`src/rtl/stdp_pkg.sv`:
```
// Shared types, default constants and saturating weight arithmetic for the STDP synapse.
// The 9-bit intermediate keeps the carry/borrow visible before clamping.
package stdp_pkg;

  localparam int          DEF_AGE_W  = 4;
  localparam logic [7:0]  DEF_W_INIT = 8'd64;
  localparam logic [7:0]  DEF_W_MAX  = 8'd255;
  localparam logic [7:0]  DEF_W_MIN  = 8'd0;
  localparam logic [7:0]  DEF_DW_MAX = 8'd16;
  localparam int          DEF_WIN    = 4;

  typedef logic [7:0]           weight_t;
  typedef logic [DEF_AGE_W-1:0] age_t;

  typedef enum logic [1:0] {
    UPD_NONE = 2'd0,
    UPD_LTP  = 2'd1,
    UPD_LTD  = 2'd2
  } upd_kind_e;

  function automatic weight_t sat_add(input weight_t w, input weight_t d, input weight_t w_max);
    logic [8:0] sum;
    sum = {1'b0, w} + {1'b0, d};
    if (sum > {1'b0, w_max}) begin
      return w_max;
    end else begin
      return sum[7:0];
    end
  endfunction

  function automatic weight_t sat_sub(input weight_t w, input weight_t d, input weight_t w_min);
    logic [8:0] diff;
    diff = {1'b0, w} - {1'b0, d};
    if (diff[8] || (diff[7:0] < w_min)) begin
      return w_min;
    end else begin
      return diff[7:0];
    end
  endfunction

endpackage

```
`src/rtl/stdp_age_counter.sv`:
```
// Cycles-since-last-spike counter: 0 = never spiked, loads 1 on a spike,
// then counts up and sticks at all-ones so a stale spike never re-enters the window.
module stdp_age_counter
  import stdp_pkg::*;
#(
  parameter int AGE_W = DEF_AGE_W
) (
  input  logic             clk,
  input  logic             rst_n,
  input  logic             i_spike,
  output logic [AGE_W-1:0] o_age
);

  localparam logic [AGE_W-1:0] AGE_ZERO = '0;
  localparam logic [AGE_W-1:0] AGE_ONE  = AGE_W'(1);
  localparam logic [AGE_W-1:0] AGE_SAT  = '1;

  logic [AGE_W-1:0] r_age;

  // Age register: reload on spike, otherwise saturating increment once armed.
  always_ff @(posedge clk) begin
    if (!rst_n) begin
      r_age <= AGE_ZERO;
    end else if (i_spike) begin
      r_age <= AGE_ONE;
    end else if ((r_age != AGE_ZERO) && (r_age != AGE_SAT)) begin
      r_age <= r_age + AGE_ONE;
    end else begin
      r_age <= r_age;
    end
  end

  assign o_age = r_age;

endmodule

```
`src/rtl/stdp_synapse.sv`:
```
// Pair-based STDP synapse: nearest-neighbour pairing of pre/post spikes adjusts an
// 8-bit saturating weight; the pre-update weight is forwarded as synaptic current.
module stdp_synapse
  import stdp_pkg::*;
#(
  parameter logic [7:0] W_INIT = DEF_W_INIT,
  parameter logic [7:0] W_MAX  = DEF_W_MAX,
  parameter logic [7:0] W_MIN  = DEF_W_MIN,
  parameter logic [7:0] DW_MAX = DEF_DW_MAX,
  parameter int         WIN    = DEF_WIN,
  parameter int         AGE_W  = DEF_AGE_W
) (
  input  logic       clk,
  input  logic       rst_n,
  input  logic       pre_spike,
  input  logic       post_spike,
  input  logic       learn_en,
  output logic [7:0] weight,
  output logic [7:0] syn_current,
  output logic       update_w_flag,
  output logic       ltp
);

  localparam logic [AGE_W-1:0] AGE_ONE = AGE_W'(1);
  localparam logic [AGE_W-1:0] WIN_A   = AGE_W'(WIN);

  logic [AGE_W-1:0] w_pre_age;
  logic [AGE_W-1:0] w_post_age;
  logic [7:0]       w_delta_pre;
  logic [7:0]       w_delta_post;
  upd_kind_e        w_kind;
  weight_t          w_next_weight;
  logic             w_changed;

  weight_t          r_weight;
  logic [7:0]       r_syn_current;
  logic             r_update_w_flag;
  logic             r_ltp;

  stdp_age_counter #(.AGE_W(AGE_W)) u_pre_age (
    .clk     (clk),
    .rst_n   (rst_n),
    .i_spike (pre_spike),
    .o_age   (w_pre_age)
  );

  stdp_age_counter #(.AGE_W(AGE_W)) u_post_age (
    .clk     (clk),
    .rst_n   (rst_n),
    .i_spike (post_spike),
    .o_age   (w_post_age)
  );

  // Delta shifter: step halves per cycle of separation, zero outside 1..WIN.
  always_comb begin
    w_delta_pre  = 8'd0;
    w_delta_post = 8'd0;
    if ((w_pre_age >= AGE_ONE) && (w_pre_age <= WIN_A)) begin
      w_delta_pre = DW_MAX >> (w_pre_age - AGE_ONE);
    end else begin
      w_delta_pre = 8'd0;
    end
    if ((w_post_age >= AGE_ONE) && (w_post_age <= WIN_A)) begin
      w_delta_post = DW_MAX >> (w_post_age - AGE_ONE);
    end else begin
      w_delta_post = 8'd0;
    end
  end

  // LTP/LTD decision; coincident spikes and out-of-window ages leave the weight alone.
  always_comb begin
    w_kind        = UPD_NONE;
    w_next_weight = r_weight;
    if (learn_en && post_spike && !pre_spike && (w_delta_pre != 8'd0)) begin
      w_kind        = UPD_LTP;
      w_next_weight = sat_add(r_weight, w_delta_pre, W_MAX);
    end else if (learn_en && pre_spike && !post_spike && (w_delta_post != 8'd0)) begin
      w_kind        = UPD_LTD;
      w_next_weight = sat_sub(r_weight, w_delta_post, W_MIN);
    end else begin
      w_kind        = UPD_NONE;
      w_next_weight = r_weight;
    end
    w_changed = (w_next_weight != r_weight);
  end

  // Weight and output registers; ltp only moves when the weight actually moved.
  always_ff @(posedge clk) begin
    if (!rst_n) begin
      r_weight        <= W_INIT;
      r_syn_current   <= 8'd0;
      r_update_w_flag <= 1'b0;
      r_ltp           <= 1'b0;
    end else begin
      r_weight        <= w_next_weight;
      r_syn_current   <= pre_spike ? r_weight : 8'd0;
      r_update_w_flag <= w_changed;
      if (w_changed) begin
        r_ltp <= (w_kind == UPD_LTP);
      end else begin
        r_ltp <= r_ltp;
      end
    end
  end

  assign weight        = r_weight;
  assign syn_current   = r_syn_current;
  assign update_w_flag = r_update_w_flag;
  assign ltp           = r_ltp;

endmodule

```
`config.mk`:
```
export PLATFORM = sky130hd
export DESIGN_NAME = stdp_synapse
export DESIGN_NICKNAME = d
export VERILOG_FILES = /design/src/rtl/stdp_pkg.sv /design/src/rtl/stdp_age_counter.sv /design/src/rtl/stdp_synapse.sv
export SDC_FILE = /design/constraint.sdc
export NUM_CORES = 1
export LEC_CHECK = 0
export ABC_AREA = 1
export CAP_MARGIN = 20
export CORE_ASPECT_RATIO = 1.2
export CORE_MARGIN = 2
export CORE_UTILIZATION = 52
export DETAILED_ROUTE_END_ITERATION = 16
export GPL_ROUTABILITY_DRIVEN = 1
export GPL_TIMING_DRIVEN = 1
export MAX_ROUTING_LAYER = met4
export PLACE_DENSITY = 0.86
export REMOVE_ABC_BUFFERS = 1
export SLEW_MARGIN = 25
export SYNTH_ARGS = -nofsm -noshare
export SYNTH_HDL_FRONTEND = slang
export SYNTH_SLANG_ARGS = --single-unit
export TNS_END_PERCENT = 20
```
`constraint.sdc`:
```
create_clock -name clk -period 3 [get_ports clk]
set_clock_uncertainty 0.1 [all_clocks]
set_input_delay 0.45 -clock clk [delete_from_list [all_inputs] [get_ports clk]]
set_output_delay 0.45 -clock clk [all_outputs]
set_load 0.02 [all_outputs]
```
==> results.toml <==
[outcome]
outcome = "finished with violations"
violations = "negative setup slack"

[critical_path]
slowest_delay_ns = 0.37
crit_buf_inv = 4
r2r-start = "u_post_age.o_age[1]"
r2r_slack_ns = -0.45
reg2reg_depth = 23
criticalPathCategory = "flip-flop to flip-flop"
crit_family = "simple AND/OR/NAND/NOR gates"
critPathSlowestCell = "fa_2"
cp_cell_sequence = "inv_2 -> buf_6 -> buf_4 -> ha_1 -> nand2_2 -> nor3_4 -> ha_2 -> inv_2 -> fa_2 -> nand2_2 -> nand2_2 -> nand2_2 -> nand3b_1 -> nand3_1 -> nand3_1 -> nand3_2 -> nand2_1 -> nand2_1 -> nand2_1 -> nor2_1 -> nand2_1 -> nor3_1 -> nor2_1"
required_ns = 3.07
crit_fanout = 4
startpoint_type = "flip-flop"
arrival_ns = 3.52
r2r-end = "ltp"
critical_path.endpoint_type = "flip-flop"

[clock_network]
root_buffer = "clkbuf_8"
clkTransAtPathRegs_ns = 0.11
h-tree-depth = 1
clockBufferDepth = 2
cts_tree = "done"
clk_latency_ns = 0.28
clock_sinks = 26
cts_buffers = 3
cts_hold_buffers = 0

[synth]
synth_edf_count = 0
yosys_register_bits = 26
synth.distinct_cells = 32
seq_area_frac_synth_pct = 21.8
postSynthAreaPerCell_um2 = 6.24
syn_area_um2 = 2380
synth_commonest_cells = "nand2_1 (106), inv_1 (59), nand3_1 (46), nor2_1 (45), dfxtp_1 (26)"
synthArstFlopShare_pct = 0
synth_top_area_share_pct = 21.8
yosys-top-cells-area = "dfxtp_1 (22%), nand2_1 (17%), ha_1 (12%), nand3_1 (9.7%), inv_1 (9.3%)"
yosysWarnings = 0
synth_flop_cell = "dfxtp_1"
yosysTopAreaCell = "dfxtp_1"
yosysMostFrequentCell = "nand2_1"
synthCells = 382

[route]
drt_first_pass_iters = 8
routedWlPerCell_um = 14.3
vias = 2837
drtIter0Drc = 331
drc = 0
viasPerCell = 5.64
final_antenna_net_count = 0
drt-total-wl_mm = 7.19

[placed_design]
gp_congestion = 0.896
place_hpwl_mm = 4.75
portBuffers = 22
place_area_um2 = 2910
post-place-ws_ns = -0.375
dp_cells = 494

[layout]
fillerInstances = 342
area_growth_pct = 35.4
finalNetCount = 476
drive_gt1_share_pct = 23.8
fin_cells = 503
diodes = 0
finalInstanceArea_um2 = 3230
post-route-util_pct = 71.8

[power_and_ir_drop]
power_leakage_uw = 0.00167
peakVddDrop_mv = 0.212
p_per_area_nw_per_um2 = 312
power.total_uw = 1010

[min_path]
hold_depth = 2
worstHoldStart = "u_pre_age.o_age[3]"
min_to = "u_pre_age.o_age[3]"
hold_class = "flip-flop to flip-flop"

[die]
die_h_um = 78.2
start_util_pct = 53.0
die_x_um = 65.8
std_cell_rows = 27
coreArea_um2 = 4490
ios = 23
design.die.area_um2 = 5140

[timing]
setup_viol = 3
max-slew-margin-rel_pct = 68.1
finalWorstSetupSlack_ns = -0.450
hold_violations = 0
drv_slew = 0
rsz0062_at_grt = "true"
worst_slew_pin_slew_ns = 0.478
max_freq_mhz = 290
min_period_ns = 3.45
fin_crit_sh_pct = 115

[grt]
grt_usage_pct = 27.5
grt_max_degree = 16
grt_pass1_wl_mm = 11.1
first_global_vias = 2622
grt-ovfl-total = 0
antenna_found_initial = 0

[job]
maxCapViolCount = 0
how the worst max path moves through the flow:
stage	cells past startpoint	startpoint	slack, ns	to
4_1_cts	23	u_post_age.o_age[0]	-0.18	ltp
2_1_floorplan	22	u_post_age.o_age[0]	-0.23	ltp
3_5_place_dp	23	u_post_age.o_age[0]	-0.37	ltp
5_1_grt	27	u_post_age.o_age[1]	-0.72	ltp
3_3_place_gp	23	u_post_age.o_age[0]	-0.26	ltp
6_report	23	u_post_age.o_age[1]	-0.45	ltp
flip-flops by register name (all words and copies together), names as in the netlist:
| signal | count |
|---|---|
| syn_current | 8 |
| weight | 8 |
| u_post_age.o_age | 4 |
| u_pre_age.o_age | 4 |
| ltp | 1 |
| update_w_flag | 1 |
cell families (layout without fill, tap and decap cells):
group	Yosys count	in the layout	synth area share (%)
AO/OA/AOI/OAI	29	29	7.35
adder cells (fa/ha/maj)	25	25	13.8
AND/OR/NAND/NOR	230	230	43.3
XOR/XNOR	6	6	2.21
flip-flops	26	26	21.8
buffers and inverters	66	129	11.6
worst min-delay path: stages, from the launching register on:
cell	delay, ns
dfxtp_1	0.36
nand3_1	0.12
o32ai_1	0.08
power breakdown:
group          switching [uW]  internal [uW]  leakage [uW]
registers                11.9            359      0.000212
logic                     193            137       0.00142
clock network             129            179     0.0000357
layout by cell type (no fill, tap or decap), drive strengths merged:
cell	Yosys	final
a21boi	1	1
a21oi	11	11
a31o	1	1
buf	2	42
bufinv	0	1
clkbuf	3	3
clkdlybuf4s50	0	22
dfxtp	26	26
fa	2	2
ha	23	23
inv	61	61
nand2	108	108
nand3	53	53
nand3b	3	3
nand4	10	10
nor2	47	47
nor2b	1	1
nor3	7	7
o2111a	1	1
o211ai	3	3
o21ai	10	10
o21bai	1	1
o32ai	1	1
or2	1	1
xnor2	3	3
xor2	3	3
timing repair:
action	4_1_cts	5_1_grt
pin swaps	5	25
gates resized for setup	20	33
buffers inserted	2	3
endpoints found under the setup margin	4	10
stage by stage:
stage	setup TNS (ns)	hold WS [ns]
2_1_floorplan	-0.411	0.434
3_3_place_gp	-0.494	0.420
3_5_place_dp	-0.718	0.430
4_1_cts	-0.303	0.467
5_1_grt	-1.65	0.527
6_report	-0.864	0.503
per-layer routing:
layer / wire [um] / vias to the layer above / global-route usage [%] / share of wire, %
met4: 397 / 0 / 12.3 / 5.5
li1: - / 1351 / - / -
met3: 485 / 47 / 2.87 / 6.7
met2: 3730 / 162 / 51.3 / 52
met5: 0 / - / - / 0
met1: 2570 / 1277 / 28.4 / 36
area by class of cell:
cell class,count,area (um2),share of cell area [%]
Multi-Input combinational cell,290,1790,55.3
Sequential cell,26,523,16.2
Timing Repair Buffer,64,547,16.9
Clock inverter,1,30.0,0.930
Inverter,61,229,7.09
Clock buffer,3,41.3,1.28
Tap cell,58,72.6,2.25
(Power assumes the default switching activity.)
